===== config.mk =====
export PLATFORM = sky130hd
export DESIGN_NAME = ctrl_wr_bram
export DESIGN_NICKNAME = d
export VERILOG_FILES = /design/src/rtl/stega_pkg.sv /design/src/rtl/ctrl_wr_bram_byte_packer.sv /design/src/rtl/ctrl_wr_bram.sv
export SDC_FILE = /design/constraint.sdc
export NUM_CORES = 1
export LEC_CHECK = 0
export CAP_MARGIN = 40
export CORE_MARGIN = 3
export CORE_UTILIZATION = 45
export CTS_CLUSTER_SIZE = 28
export DETAILED_ROUTE_END_ITERATION = 8
export PLACE_DENSITY = 0.64
export SLEW_MARGIN = 40
export SYNTH_ARGS = -nofsm -noshare
export SYNTH_HDL_FRONTEND = slang
export SYNTH_SLANG_ARGS = --single-unit
export TNS_END_PERCENT = 20

===== constraint.sdc =====
create_clock -name clk -period 3.51 [get_ports clk]
set_clock_uncertainty 0.2 [all_clocks]
set_input_delay 0.8775 -clock clk [delete_from_list [all_inputs] [get_ports clk]]
set_output_delay 0.8775 -clock clk [all_outputs]
set_load 0.05 [all_outputs]

===== src/rtl/stega_pkg.sv =====
// Shared constants and FSM state encoding for the BRAM write-side controller.
package stega_pkg;

    localparam int unsigned BYTES_PER_WORD = 4;
    localparam int unsigned BYTE_W         = 8;
    localparam int unsigned LANE_W         = $clog2(BYTES_PER_WORD);
    localparam int unsigned WORD_W         = BYTES_PER_WORD * BYTE_W;

    typedef enum logic [2:0] {
        StIdle   = 3'd0,
        StRdFf   = 3'd1,
        StWaitFf = 3'd2,
        StLatch  = 3'd3,
        StWrBram = 3'd4,
        StWrDone = 3'd5,
        StFinish = 3'd6
    } state_e;

endpackage


===== src/rtl/ctrl_wr_bram_byte_packer.sv =====
// Little-endian byte-to-word packer: lane counter, word register and write-mask generation.
// Define WR_PARTIAL_MASK_EN to mask off unused lanes of a trailing partial word.
module ctrl_wr_bram_byte_packer
    import stega_pkg::*;
(
    input  logic                      clk,
    input  logic                      rst_n,
    input  logic                      clear_i,
    input  logic                      load_i,
    input  logic [BYTE_W-1:0]         byte_i,
    output logic                      full_o,
    output logic [WORD_W-1:0]         word_o,
    output logic [BYTES_PER_WORD-1:0] mask_o
);

    logic [LANE_W-1:0] lane_q, lane_d;
    logic [WORD_W-1:0] word_q, word_d;

    always_comb begin
        lane_d = lane_q;
        word_d = word_q;
        if (clear_i) begin
            lane_d = '0;
            word_d = '0;
        end else if (load_i) begin
            word_d[lane_q*BYTE_W +: BYTE_W] = byte_i;
            lane_d                          = lane_q + LANE_W'(1);
        end
    end

    always_ff @(posedge clk) begin
        if (!rst_n) begin
            lane_q <= '0;
            word_q <= '0;
        end else begin
            lane_q <= lane_d;
            word_q <= word_d;
        end
    end

    assign full_o = (lane_q == LANE_W'(BYTES_PER_WORD - 1));
    assign word_o = word_q;

`ifdef WR_PARTIAL_MASK_EN
    // Lane counter wraps to 0 after a complete word, which means all lanes are valid.
    always_comb begin
        if (lane_q == '0) begin
            mask_o = '1;
        end else begin
            mask_o = BYTES_PER_WORD'((1 << lane_q) - 1);
        end
    end
`else
    assign mask_o = '1;
`endif

endmodule


===== src/rtl/ctrl_wr_bram.sv =====
// Pops bytes from the outbound FIFO, packs them into 32-bit words and writes them to the result
// BRAM. Partial-word lane masking is enabled by defining WR_PARTIAL_MASK_EN.
module ctrl_wr_bram
    import stega_pkg::*;
#(
    parameter int unsigned DATA_WIDTH = 32,
    parameter int unsigned ADDR_WIDTH = 32,
    parameter int unsigned NUM_BYTES  = DATA_WIDTH / 8,
    parameter int unsigned REG_WIDTH  = 32,
    parameter int unsigned FF_WIDTH   = 8
) (
    input  logic                  clk,
    input  logic                  rst_n,
    input  logic                  start_i,
    input  logic [REG_WIDTH-1:0]  data_size_i,
    output logic                  finish_o,
    input  logic                  ff_empty_i,
    output logic                  ff_rden_o,
    input  logic [FF_WIDTH-1:0]   ff_rd_data_i,
    output logic                  bram_clk_o,
    output logic [ADDR_WIDTH-1:0] addr_o,
    output logic [DATA_WIDTH-1:0] wrdata_o,
    output logic [NUM_BYTES-1:0]  we_o
);

    state_e                  state_q, state_d;
    logic [REG_WIDTH-1:0]    size_q, size_d;
    logic [REG_WIDTH-1:0]    byte_cnt_q, byte_cnt_d;
    logic [REG_WIDTH-1:0]    word_idx_q, word_idx_d;
    logic                    finish_q, finish_d;
    logic                    ff_rden_q, ff_rden_d;
    logic [ADDR_WIDTH-1:0]   addr_q, addr_d;
    logic [DATA_WIDTH-1:0]   wrdata_q, wrdata_d;
    logic [NUM_BYTES-1:0]    we_q, we_d;

    logic                      pk_clear;
    logic                      pk_load;
    logic                      pk_full;
    logic [WORD_W-1:0]         pk_word;
    logic [BYTES_PER_WORD-1:0] pk_mask;

    ctrl_wr_bram_byte_packer u_packer (
        .clk     (clk),
        .rst_n   (rst_n),
        .clear_i (pk_clear),
        .load_i  (pk_load),
        .byte_i  (BYTE_W'(ff_rd_data_i)),
        .full_o  (pk_full),
        .word_o  (pk_word),
        .mask_o  (pk_mask)
    );

    always_comb begin
        state_d    = state_q;
        size_d     = size_q;
        byte_cnt_d = byte_cnt_q;
        word_idx_d = word_idx_q;
        finish_d   = finish_q;
        ff_rden_d  = 1'b0;
        addr_d     = addr_q;
        wrdata_d   = wrdata_q;
        we_d       = we_q;
        pk_clear   = 1'b0;
        pk_load    = 1'b0;

        unique case (state_q)
            StIdle: begin
                byte_cnt_d = '0;
                word_idx_d = '0;
                pk_clear   = 1'b1;
                finish_d   = 1'b0;
                if (start_i && (data_size_i != '0)) begin
                    size_d  = data_size_i;
                    state_d = StRdFf;
                end
            end
            StRdFf: begin
                if (byte_cnt_q >= size_q) begin
                    state_d = StFinish;
                end else if (!ff_empty_i) begin
                    ff_rden_d = 1'b1;
                    state_d   = StWaitFf;
                end
            end
            StWaitFf: begin
                state_d = StLatch;
            end
            StLatch: begin
                pk_load    = 1'b1;
                byte_cnt_d = byte_cnt_q + REG_WIDTH'(1);
                if (pk_full || (byte_cnt_q + REG_WIDTH'(1) == size_q)) begin
                    state_d = StWrBram;
                end else begin
                    state_d = StRdFf;
                end
            end
            StWrBram: begin
                addr_d   = ADDR_WIDTH'({word_idx_q, 2'b00});
                wrdata_d = DATA_WIDTH'(pk_word);
                we_d     = NUM_BYTES'(pk_mask);
                state_d  = StWrDone;
            end
            StWrDone: begin
                we_d       = '0;
                word_idx_d = word_idx_q + REG_WIDTH'(1);
                pk_clear   = 1'b1;
                state_d    = StRdFf;
            end
            StFinish: begin
                // Hold finish until the host drops start, then rearm.
                if (start_i) begin
                    finish_d = 1'b1;
                end else begin
                    finish_d = 1'b0;
                    state_d  = StIdle;
                end
            end
            default: begin
                state_d = StIdle;
            end
        endcase
    end

    always_ff @(posedge clk) begin
        if (!rst_n) begin
            state_q    <= StIdle;
            size_q     <= '0;
            byte_cnt_q <= '0;
            word_idx_q <= '0;
            finish_q   <= 1'b0;
            ff_rden_q  <= 1'b0;
            addr_q     <= '0;
            wrdata_q   <= '0;
            we_q       <= '0;
        end else begin
            state_q    <= state_d;
            size_q     <= size_d;
            byte_cnt_q <= byte_cnt_d;
            word_idx_q <= word_idx_d;
            finish_q   <= finish_d;
            ff_rden_q  <= ff_rden_d;
            addr_q     <= addr_d;
            wrdata_q   <= wrdata_d;
            we_q       <= we_d;
        end
    end

    assign bram_clk_o = clk;
    assign finish_o   = finish_q;
    assign ff_rden_o  = ff_rden_q;
    assign addr_o     = addr_q;
    assign wrdata_o   = wrdata_q;
    assign we_o       = we_q;

endmodule


# ---- After elaboration in Yosys (flattened, before gate mapping)
# Cells that the tools add are included.
dict set report totals {
  regBits 201
  latchBits 0
  ram_bits 0
  rom_bits 0
  input_bits 44
  memories 0
}
dict set report classes {
  add_sub_neg 4
  n_mul 0
  n_div 0
  n_lt_le_gt_ge 1
  n_eq_ne 11
  shift 2
  mux 15
  n_bitwise 2
  n_reduce_logical 13
}
# cell n
set ops {}
lappend ops {{32-bit one-hot mux with 2 select lines} 2}
lappend ops {{32-bit by 1-bit adder with 32-bit output (second input constant)} 2}
lappend ops {{5-bit negation with 34-bit output} 1}
lappend ops {{8-bit by 34-bit variable shift with 32-bit output (first input constant)} 1}
lappend ops {{8-bit by 34-bit variable part select with 32-bit output} 1}
lappend ops {{32-bit bitwise mux} 1}
lappend ops {{32-bit == test} 1}
lappend ops {{32-bit >= comparator} 1}
lappend ops {{32-bit nonzero test} 1}
lappend ops {{3-bit one-hot mux with 7 select lines} 1}
lappend ops {{3-bit two-way mux} 5}
lappend ops {{3-bit == test (second input constant)} 3}
lappend ops {{4-bit one-hot mux with 2 select lines} 1}
lappend ops {{2-bit nonzero test} 4}
lappend ops {{3-bit by 2-bit == test with 1-bit output (second input constant)} 2}
lappend ops {{1-bit two-way mux} 4}
lappend ops {{2-bit inequality test (second input constant)} 2}
lappend ops {{2-bit OR reduction} 2}
lappend ops {{3-bit by 1-bit == test with 1-bit output (second input constant)} 1}
lappend ops {{3-bit zero test} 1}
lappend ops {{3-bit inequality test (second input constant)} 1}
lappend ops {{3-bit AND reduction} 1}
lappend ops {{3-bit OR reduction} 1}
lappend ops {{2-bit by 1-bit adder with 2-bit output (second input constant)} 1}
lappend ops {{6 further kinds} 7}

# ---- Logic depth before layout (Yosys ltp)
# Gate-level depths: netlist of run 1.
dict set report depth {
  depth_word 5
  depth_mapped 11
  ltp_nobuf 10
}

# ---- Hierarchy
# Synthesis of run 1 repeated with hierarchy kept, for this count alone.
dict set report unflattened {
  hier_cells 1259
  area_unflattened_um2 10039.6
}
# module n_inst cells_each area_each_um2 seq_area_each_um2
set modules_own_cells {}
lappend modules_own_cells {ctrl_wr_bram 1 1102 8592.0 3303.2}
lappend modules_own_cells {ctrl_wr_bram_byte_packer 1 157 1447.6 680.7}

==> metrics.md, run 1 <==
| Metric | Value |
|---|---|
| Count leader, synth | nand2_1 |
| Clk Latency, worst-skew pair | 0.55 ns |
| Core area | 21200 µm² |
| Cell Area, Synth | approximately 10000 µm² |
| Pwr Density | 444 nW/µm² |
| YS warnings | 0 |
| CP required | about 2.4 ns |
| Slew margin rel. | 0.512 |
| Vias in the first global route | 8119 |
| Row count | 53 |
| Fin. Hold Viols | 0 |
| Ant diodes | 0 |
| Hold_buf cts | 0 |
| Clk slew on worst S/H paths | 0.08 ns |
| FILL cells | between 2000 and 2500 |
| Largest net degree at the start of global routing | 79 |
| Syn Area/Cell | 7.85 µm² |
| Post-CTS Setup Repair Bufs | 0 |
| Drt initial violations | between 700 and 800 |
| Die Ht | 153 µm |
| Worst-path cell chain | clkbuf_16, clkbuf_16, dlygate4sd2_1 |
| Finish-stage setup viols | 0 |
| Met3 Usage GRT | 0.0351 |
| Synth area leaders | dfxtp_1 40%, nand2_1 9.0%, a21oi_1 7.4% |
| Hold Slack | 0.241 ns |
| Synth cell count leaders | 235 x nand2_1, 196 x dfxtp_1, 145 x a21oi_1 |
| Share of post-route cells with drive strength above 1 | 0.0713 |
| Netlist cell types | 62 |
| Hold Path Class | flip-flop to flip-flop |
| Pre-CTS WS | between 0.005 and 0.006 ns |
| Final total power | between 0.005 and 0.006 W |
| Max-cap violations | 0 |
| DRT Wirelength | 25300 µm |
| Met2 Use GR | 0.339 |
| Synth top area share | 0.402 |
| Avg WL per Cell | 15.6 µm |
| P_leak | 4.33 nW |
| Most common cell on crit path | clkbuf_16 |
| Die width | 153 µm |
| Sequential fraction of the synthesis area | 0.402 |
| Crit path DAT | 2.41 ns |
| Final Core Density | 0.563 |
| Post-route antenna net violation count | 0 |
| I/O Pins | 115 |
| DRT Pass-1 Iters | 5 |
| Crit path max fanout | 2 |
| Grt total ovfl | 0 |
| Gr busiest metal | met2 |
| RSZ-0062 raised after global routing | false |
| Status | finished, final reports clean |
| Via Count | 8933 |
| Number of antenna violations at the first check in global routing | 0 |
| Setup tns final | 0 ns |
| Nets | 1417 |
| DP HPWL | 18100 µm |
| CTS tree | built |
| Synth-to-Final Area Change | 22.2% |
| Flops & latches, synth | 196 |
| Worst path bufs/invs | 3 |
| Max Transition Viols Final | 0 |
| Slew at the pin with the worst max-slew slack | 0.727 ns |
| Starting Density | 0.461 |
| EDFF count, synth | 0 |
| Slowest cell on the critical path | dlygate4sd2_1 |
| Crit. End Element | primary output |
| Maximum VDD drop | between 0.4 and 0.5 mV |
| Mapped Cells | about 1200 |
| Largest area contributor in the netlist | dfxtp_1 |
| CP max stage delay | 0.41 ns |
| Startpoint types | clock port |
| First-pass GRT wire length | 41800 µm |
| Total die area | 23500 µm² |
| Main synth FF type | dfxtp_1 |
| Port buffer count | 112 |
| GRT met1 Usage | 0.300 |
| Worst Path Class, Setup | clock port to primary output |
| Total GRT Usage | 0.215 |
| DRC Markers | 0 |
| Setup ws final | 0.0211 ns |
| Via density | 5.51 |
| Synth async-reset ratio | 0 |
| Post-cts resize count | 1 |
| GP Congestion | 0.926 |
| Delay-heaviest family, CP | buffers and inverters |
-- cell families after synthesis --
family	count (synthesis)	synth area share
multiplexers	43	0.0452
XOR/XNOR	48	0.0431
buffers and inverters	117	0.0480
adder cells (fa/ha/maj)	40	0.0513
other	1	0.000384
AO/OA/AOI/OAI	251	0.148
flip-flops	196	0.402
AND/OR/NAND/NOR	547	0.261
-- worst paths after layout --
path / startpoint / to / slack, ns / cells after the start
setup / recovery: clk / bram_clk_o / 0.02 / 3
hold / removal: u_packer.word_o[18] / wrdata_o[18] / 0.24 / 2
setup reg to reg: byte_cnt_q[8] / state_q[0] / 0.42 / 8
hold reg to reg: u_packer.word_o[18] / wrdata_o[18] / 0.24 / 2
-- worst reg2reg max path, cell delays in order (launching register included) --
cell and delay (ns):
dfxtp_1 0.47, nand4_2 0.23, or4_4 0.63, or3_1 0.51, nand3_1 0.13, o311ai_0 0.13, nor4_1 0.30, nand4_1 0.19
o2bb2ai_1 0.18
-- power by group --
part           internal, W  switching (W)
logic             0.000304       0.000467
registers          0.00227      0.0000602
clock network      0.00112        0.00107
-- placed cells by master, fill, tap and decap left out, types with 19 or more instances in the layout --
master,n
nand3_1,63
ha_1,40
buf_4,30
clkdlybuf4s50_1,111
dfxtp_1,196
xor2_1,21
nor2_1,97
a21oi_1,145
clkbuf_16,20
mux2i_1,35
xnor2_1,27
o21ai_0,40
and3_1,19
nor3_1,25
nand4_1,22
nand2_1,235
inv_1,38
-- registers in the layout, indices dropped and copies added (netlist names) --
signal / cells
ff_rden_o: 1
byte_cnt_q: 32
finish_o: 1
wrdata_o: 32
addr_o: 30
u_packer.word_o: 32
size_q: 32
u_packer.lane_q: 2
state_q: 3
word_idx_q: 30
we_o: 1
-- area by class of cell --
type                       instances  area (µm²)  share of cell area
tap                              275         344              0.0289
inverter                          39         149              0.0125
sequential                       196        3920               0.329
clock buffer                      21         509              0.0427
timing repair buffer             144        1400               0.117
clock inverter                    15         186              0.0156
multi-input combinational        931        5410               0.454
-- per-layer routing --
metal	part of all wire	vias to the layer above
met5	0	-
met4	0.019	0
met3	0.044	41
met2	0.46	261
met1	0.48	4128
li1	-	4503
-- through the flow --
stage,cell area (µm²),std cells
finish,11900,1621
global route,11900,1621
CTS,11900,1621
detailed placement,11200,1586
global placement,11200,1586
floorplan,9760,1244
(Power assumes the default switching activity.)
==> inputs of run 2 (changes only) <==
--- a/config.mk
+++ b/config.mk
@@ -10,6 +10,7 @@
 export CORE_UTILIZATION = 45
 export CTS_CLUSTER_SIZE = 28
 export DETAILED_ROUTE_END_ITERATION = 8
+export GPL_TIMING_DRIVEN = 0
 export PLACE_DENSITY = 0.64
 export SLEW_MARGIN = 40
 export SYNTH_ARGS = -nofsm -noshare
==> metrics.md, run 2 (synthesis results as in run 1) <==
| Metric | Value |
|---|---|
| Number of antenna violations at the first check in global routing | 0 |
| Via Count | 9158 |
| Logic gate share of total power | 0.148 |
| Post-route cell area | 11900 µm² |
| Total GRT Usage | 0.229 |
| Met3 Usage GRT | 0.0306 |
| Synth-to-Final Area Change | 22.3% |
| RSZ-0062 raised after global routing | false |
| DRT Wirelength | 27000 µm |
| P_leak | about 4.3 nW |
| Ant diodes | 0 |
| Commonest cells after routing, fill and taps aside | 235 x nand2_1, 196 x dfxtp_1, 145 x a21oi_1 |
| Clk slew on worst S/H paths | 0.08 ns |
| Startpoint types | clock port |
| Pre-CTS WS | -0.694 ns |
| Most common cell after layout, fill and taps aside | nand2_1 |
| Maximum VDD drop | 0.342 mV |
| Final total power | 0.00529 W |
| Hold_buf cts | 0 |
| GRT met1 Usage | 0.315 |
| Grt total ovfl | 0 |
| Crit path DAT | 2.29 ns |
| Core area | 21200 µm² |
| Drt initial violations | about 650 |
| Pint | 0.00373 W |
| R2R Setup Slk | 0.17 ns |
| Sw frac | 0.296 |
| Nets | 1463 |
| First-pass GRT wire length | around 44000 µm |
| Max Transition Viols Final | 0 |
| Final period utilization | 0.960 |
| Worst Path Class, Setup | clock port to primary output |
| Clock network fraction of design power | 0.412 |
| DRT Pass-1 Iters | 5 |
| Avg WL per Cell | 16.2 µm |
| Largest net degree at the start of global routing | 19 |
| Met2 Use GR | 0.365 |
| Clk Latency, worst-skew pair | 0.55 ns |
| Via density | 5.49 |
| Vias in the first global route | around 8600 |
| Area after DPL | 11200 µm² |
| Port buffer count | 111 |
| Power share of the sequential group | 0.440 |
| Placed cell count | 1630 |
| FMAX | roughly 300 MHz |
| Row count | 53 |
| Die Ht | approximately 150 µm |
| Finish-stage setup viols | 0 |
| Slew margin rel. | 0.429 |
| Setup ws final | around 0.14 ns |
| Pwr Density | about 440 nW/µm² |
| Switching pwr | 0.00157 W |
| Total die area | 23500 µm² |
| Hold Path Class | flip-flop to flip-flop |
| Hold Path Stages | 2 |
| Share of post-route cells with drive strength above 1 | 0.0568 |
| CP required | ~2.4 ns |
| Starting Density | 0.461 |
| Fin. Hold Viols | 0 |
| Minimum clock period | 3.37 ns |
| Hold Slack | 0.253 ns |
| CTS tree | built |
| R2R depth | 9 |
| DP HPWL | 20200 µm |
| Post-route antenna net violation count | 0 |
| Max-cap violations | 0 |
| Die width | 153 µm |
| Crit. End Element | primary output |
| Crit path max fanout | 2 |
| Gr busiest metal | met2 |
| DRC Markers | 0 |
| Status | finished, final reports clean |
| I/O Pins | 115 |
| GP Congestion | roughly 0.95 |
| Final instance count without filler cells | 1667 |
| Slew at the pin with the worst max-slew slack | 0.853 ns |
==> run 2: cell count changes in the layout (fill, tap and decap cells not counted), moves of 2 or more <==
| cell | previous run | this run |
|---|---|---|
| clkinv_4 | 4 | 2 |
| inv_6 | 0 | 5 |
| buf_12 | 3 | 0 |
| clkbuf_1 | 0 | 60 |
| clkbuf_8 | 0 | 3 |
| clkinv_8 | 6 | 1 |
| buf_2 | 0 | 7 |
| buf_1 | 0 | 3 |
| buf_4 | 30 | 10 |
==> run 2: what timing repair did <==
item                       CTS  global route
setup endpoints to repair   31             3
setup buffers                0             3
pin swaps                    0             1
gates resized for setup      5             2
==> run 2: power by group through the flow <==
| stage | Clock [W] | Combinational, W | Sequential (W) |
|---|---|---|---|
| after global placement | 0.0000815 | 0.000772 | 0.00238 |
| after detailed placement | 0.0000815 | 0.000775 | 0.00238 |
| after CTS | 0.00221 | 0.000781 | 0.00233 |
| after global routing | 0.00232 | 0.000858 | 0.00234 |
| final | 0.00218 | 0.000783 | 0.00233 |
| after floorplan | 0.0000614 | 0.000511 | 0.00237 |
==> run 2: cell type report <==
type / count / area (µm²)
tap: 275 / 344
inverter: 39 / 146
fill: 2064 / 9230
multi-input combinational: 931 / 5410
clock inverter: 12 / 113
clock buffer: 24 / 549
buffer: 77 / 322
timing repair buffer: 113 / 1120
sequential: 196 / 3920
==> run 2: final timing paths <==
check                     end          startpoint
setup reg to reg   state_q[0]       byte_cnt_q[0]
hold reg to reg   wrdata_o[9]  u_packer.word_o[9]
setup / recovery   bram_clk_o                 clk
hold / removal    wrdata_o[9]  u_packer.word_o[9]
==> run 2: layer usage <==
layer / part of all wire / wire (µm) / vias to the layer above
met2: 0.46 / 12300 / 255
met1: 0.47 / 12700 / 4253
li1: - / - / 4593
met5: 0 / 0 / -
met3: 0.044 / 1190 / 57
met4: 0.031 / 845 / 0
==> run 2: critical path: stages <==
cell and delay [ns]:
clkbuf_16 0.12, clkbuf_16 0.13, buf_4 0.12, buf_4 0.18
==> run 2: metrics by stage <==
step	TNS, ns	util
after floorplan	0	-
after global placement	-18.60	0.530
after detailed placement	-19.05	0.530
after CTS	0	0.561
after global routing	0	0.564
final	0	0.564
==> inputs of run 3 (changes only) <==
--- a/config.mk
+++ b/config.mk
@@ -6,12 +6,14 @@
 export NUM_CORES = 1
 export LEC_CHECK = 0
 export CAP_MARGIN = 40
+export CELL_PAD_IN_SITES_DETAIL_PLACEMENT = 0
+export CELL_PAD_IN_SITES_GLOBAL_PLACEMENT = 1
 export CORE_MARGIN = 3
-export CORE_UTILIZATION = 45
+export CORE_UTILIZATION = 42
 export CTS_CLUSTER_SIZE = 28
 export DETAILED_ROUTE_END_ITERATION = 8
-export GPL_TIMING_DRIVEN = 0
-export PLACE_DENSITY = 0.64
+export GPL_TIMING_DRIVEN = 1
+export PLACE_DENSITY = 0.79
 export SLEW_MARGIN = 40
 export SYNTH_ARGS = -nofsm -noshare
 export SYNTH_HDL_FRONTEND = slang
==> metrics.md, run 3 (synthesis results as in run 1) <==
| Metric | Value |
|---|---|
| First-pass GRT wire length | approximately 42000 µm |
| I/O Pins | 115 |
| Grt total ovfl | 0 |
| Row count | 55 |
| Max-cap violations | 0 |
| Final instance count without filler cells | 1628 |
| GP Congestion | about 0.95 |
| Worst Setup SP | clk |
| DRC Markers | 0 |
| Final total power | about 0.0054 W |
| Commonest cells after routing, fill and taps aside | 235 x nand2_1, 196 x dfxtp_1, 145 x a21oi_1 |
| DRT Pass-1 Iters | 5 |
| FILL cells | between 2000 and 2500 |
| R2R depth | 8 |
| Maximum VDD drop | 0.257 mV |
| Die width | approximately 160 µm |
| P_leak | between 4 and 5 nW |
| Crit. End Element | primary output |
| RR Startpoint | byte_cnt_q[5] |
| Hold Slack | 0.253 ns |
| Finish-stage setup viols | 0 |
| Startpoint types | clock port |
| Post-route antenna net violation count | 0 |
| RSZ-0062 raised after global routing | false |
| Clk Latency, worst-skew pair | 0.55 ns |
| Hold Path Class | flip-flop to flip-flop |
| Nets | 1414 |
| Drt initial violations | 645 |
| Die Ht | 158 µm |
| Port buffer count | 112 |
| Worst r2r dst | state_q[0] |
| Vias in the first global route | ~7900 |
| Starting Density | 0.429 |
| Worst Path Class, Setup | clock port to primary output |
| Status | finished, final reports clean |
| Critical Path Sink | bram_clk_o |
| Slew margin rel. | 0.486 |
| Largest net degree at the start of global routing | 66 |
| Setup tns final | 0 ns |
| Clk slew on worst S/H paths | ~0.08 ns |
| Via Count | 8870 |
| Pwr Density | 453 nW/µm² |
| Core area | ~23000 µm² |
| Via density | between 5 and 6 |
| R2R Setup Slk | ~0.34 ns |
| Avg WL per Cell | roughly 16 µm |
| Slew at the pin with the worst max-slew slack | 0.765 ns |
| CP required | 2.43 ns |
| Total die area | roughly 25000 µm² |
| Ant diodes | 0 |
| Crit path DAT | 2.41 ns |
| Crit path max fanout | 2 |
| Final Core Density | 0.525 |
| Total GRT Usage | 0.207 |
| CTS tree | built |
| Most common cell after layout, fill and taps aside | nand2_1 |
| Number of antenna violations at the first check in global routing | 0 |
| Post-CTS Setup Repair Bufs | 0 |
| Synth-to-Final Area Change | 22.3% |
| Placed cell count | 1593 |
| Share of post-route cells with drive strength above 1 | 0.0692 |
| Fin. Hold Viols | 0 |
| DP HPWL | 18500 µm |
| DRT Wirelength | around 26000 µm |
| Max Transition Viols Final | 0 |
run 3: cell count changes in the layout (fill, tap and decap cells not counted), moves of 4 or more:
cell      before  now
buf_2          7    0
buf_4         10   26
clkbuf_1      60    0
buf_12         0    4
run 3: stage by stage:
stage	setup WS, ns	area (µm²)
global route	0.00874	11900
finish	0.0244	11900
floorplan	0.510	9760
global placement	0.00541	11200
CTS	0.0198	11900
detailed placement	0.00541	11200
run 3: worst min-delay path by stage:
stage	from	cells after the start	endpoint	slack (ns)
final	addr_o[31]	2	addr_o[31]	0.25
after global routing	wrdata_o[11]	2	wrdata_o[11]	0.27
after CTS	u_packer.word_o[29]	2	wrdata_o[29]	0.26
after detailed placement	u_packer.word_o[29]	2	wrdata_o[29]	0.24
after global placement	u_packer.word_o[17]	2	u_packer.word_o[17]	0.24
after floorplan	u_packer.word_o[0]	2	u_packer.word_o[0]	0.23
run 3: final cells by class:
cell class | instances | area (µm²) | area share
repair buffers | 141 | 1390 | 0.116
multi-input cells | 931 | 5400 | 0.453
inverters | 39 | 149 | 0.0125
clock buffers | 21 | 509 | 0.0427
flip-flops and latches | 196 | 3920 | 0.329
clock inverters | 15 | 203 | 0.0170
well taps | 285 | 357 | 0.0299
run 3: power by group:
group	internal (W)	switching (W)	total [W]
Clock	0.00120	0.00109	0.00229
Combinational	0.000303	0.000466	0.000769
Sequential	0.00227	0.0000727	0.00235
run 3: timing repair:
action | 4_1_cts | 5_1_grt
hold buffers | 0 | 0
gates resized for setup | 1 | 0
endpoints found under the setup margin | 1 | 0
run 3: metal layers:
| metal | vias up | part of all wire | GRT usage |
|---|---|---|---|
| met3 | 30 | 0.042 | 0.0294 |
| li1 | 4495 | - | - |
| met4 | 0 | 0.014 | 0.0619 |
| met5 | - | 0 | 0 |
| met1 | 4120 | 0.49 | 0.289 |
| met2 | 225 | 0.45 | 0.333 |
run 3: critical path, cell delays in order:
cell           delay (ns)
clkbuf_16            0.12
clkbuf_16            0.12
dlygate4sd2_1        0.41
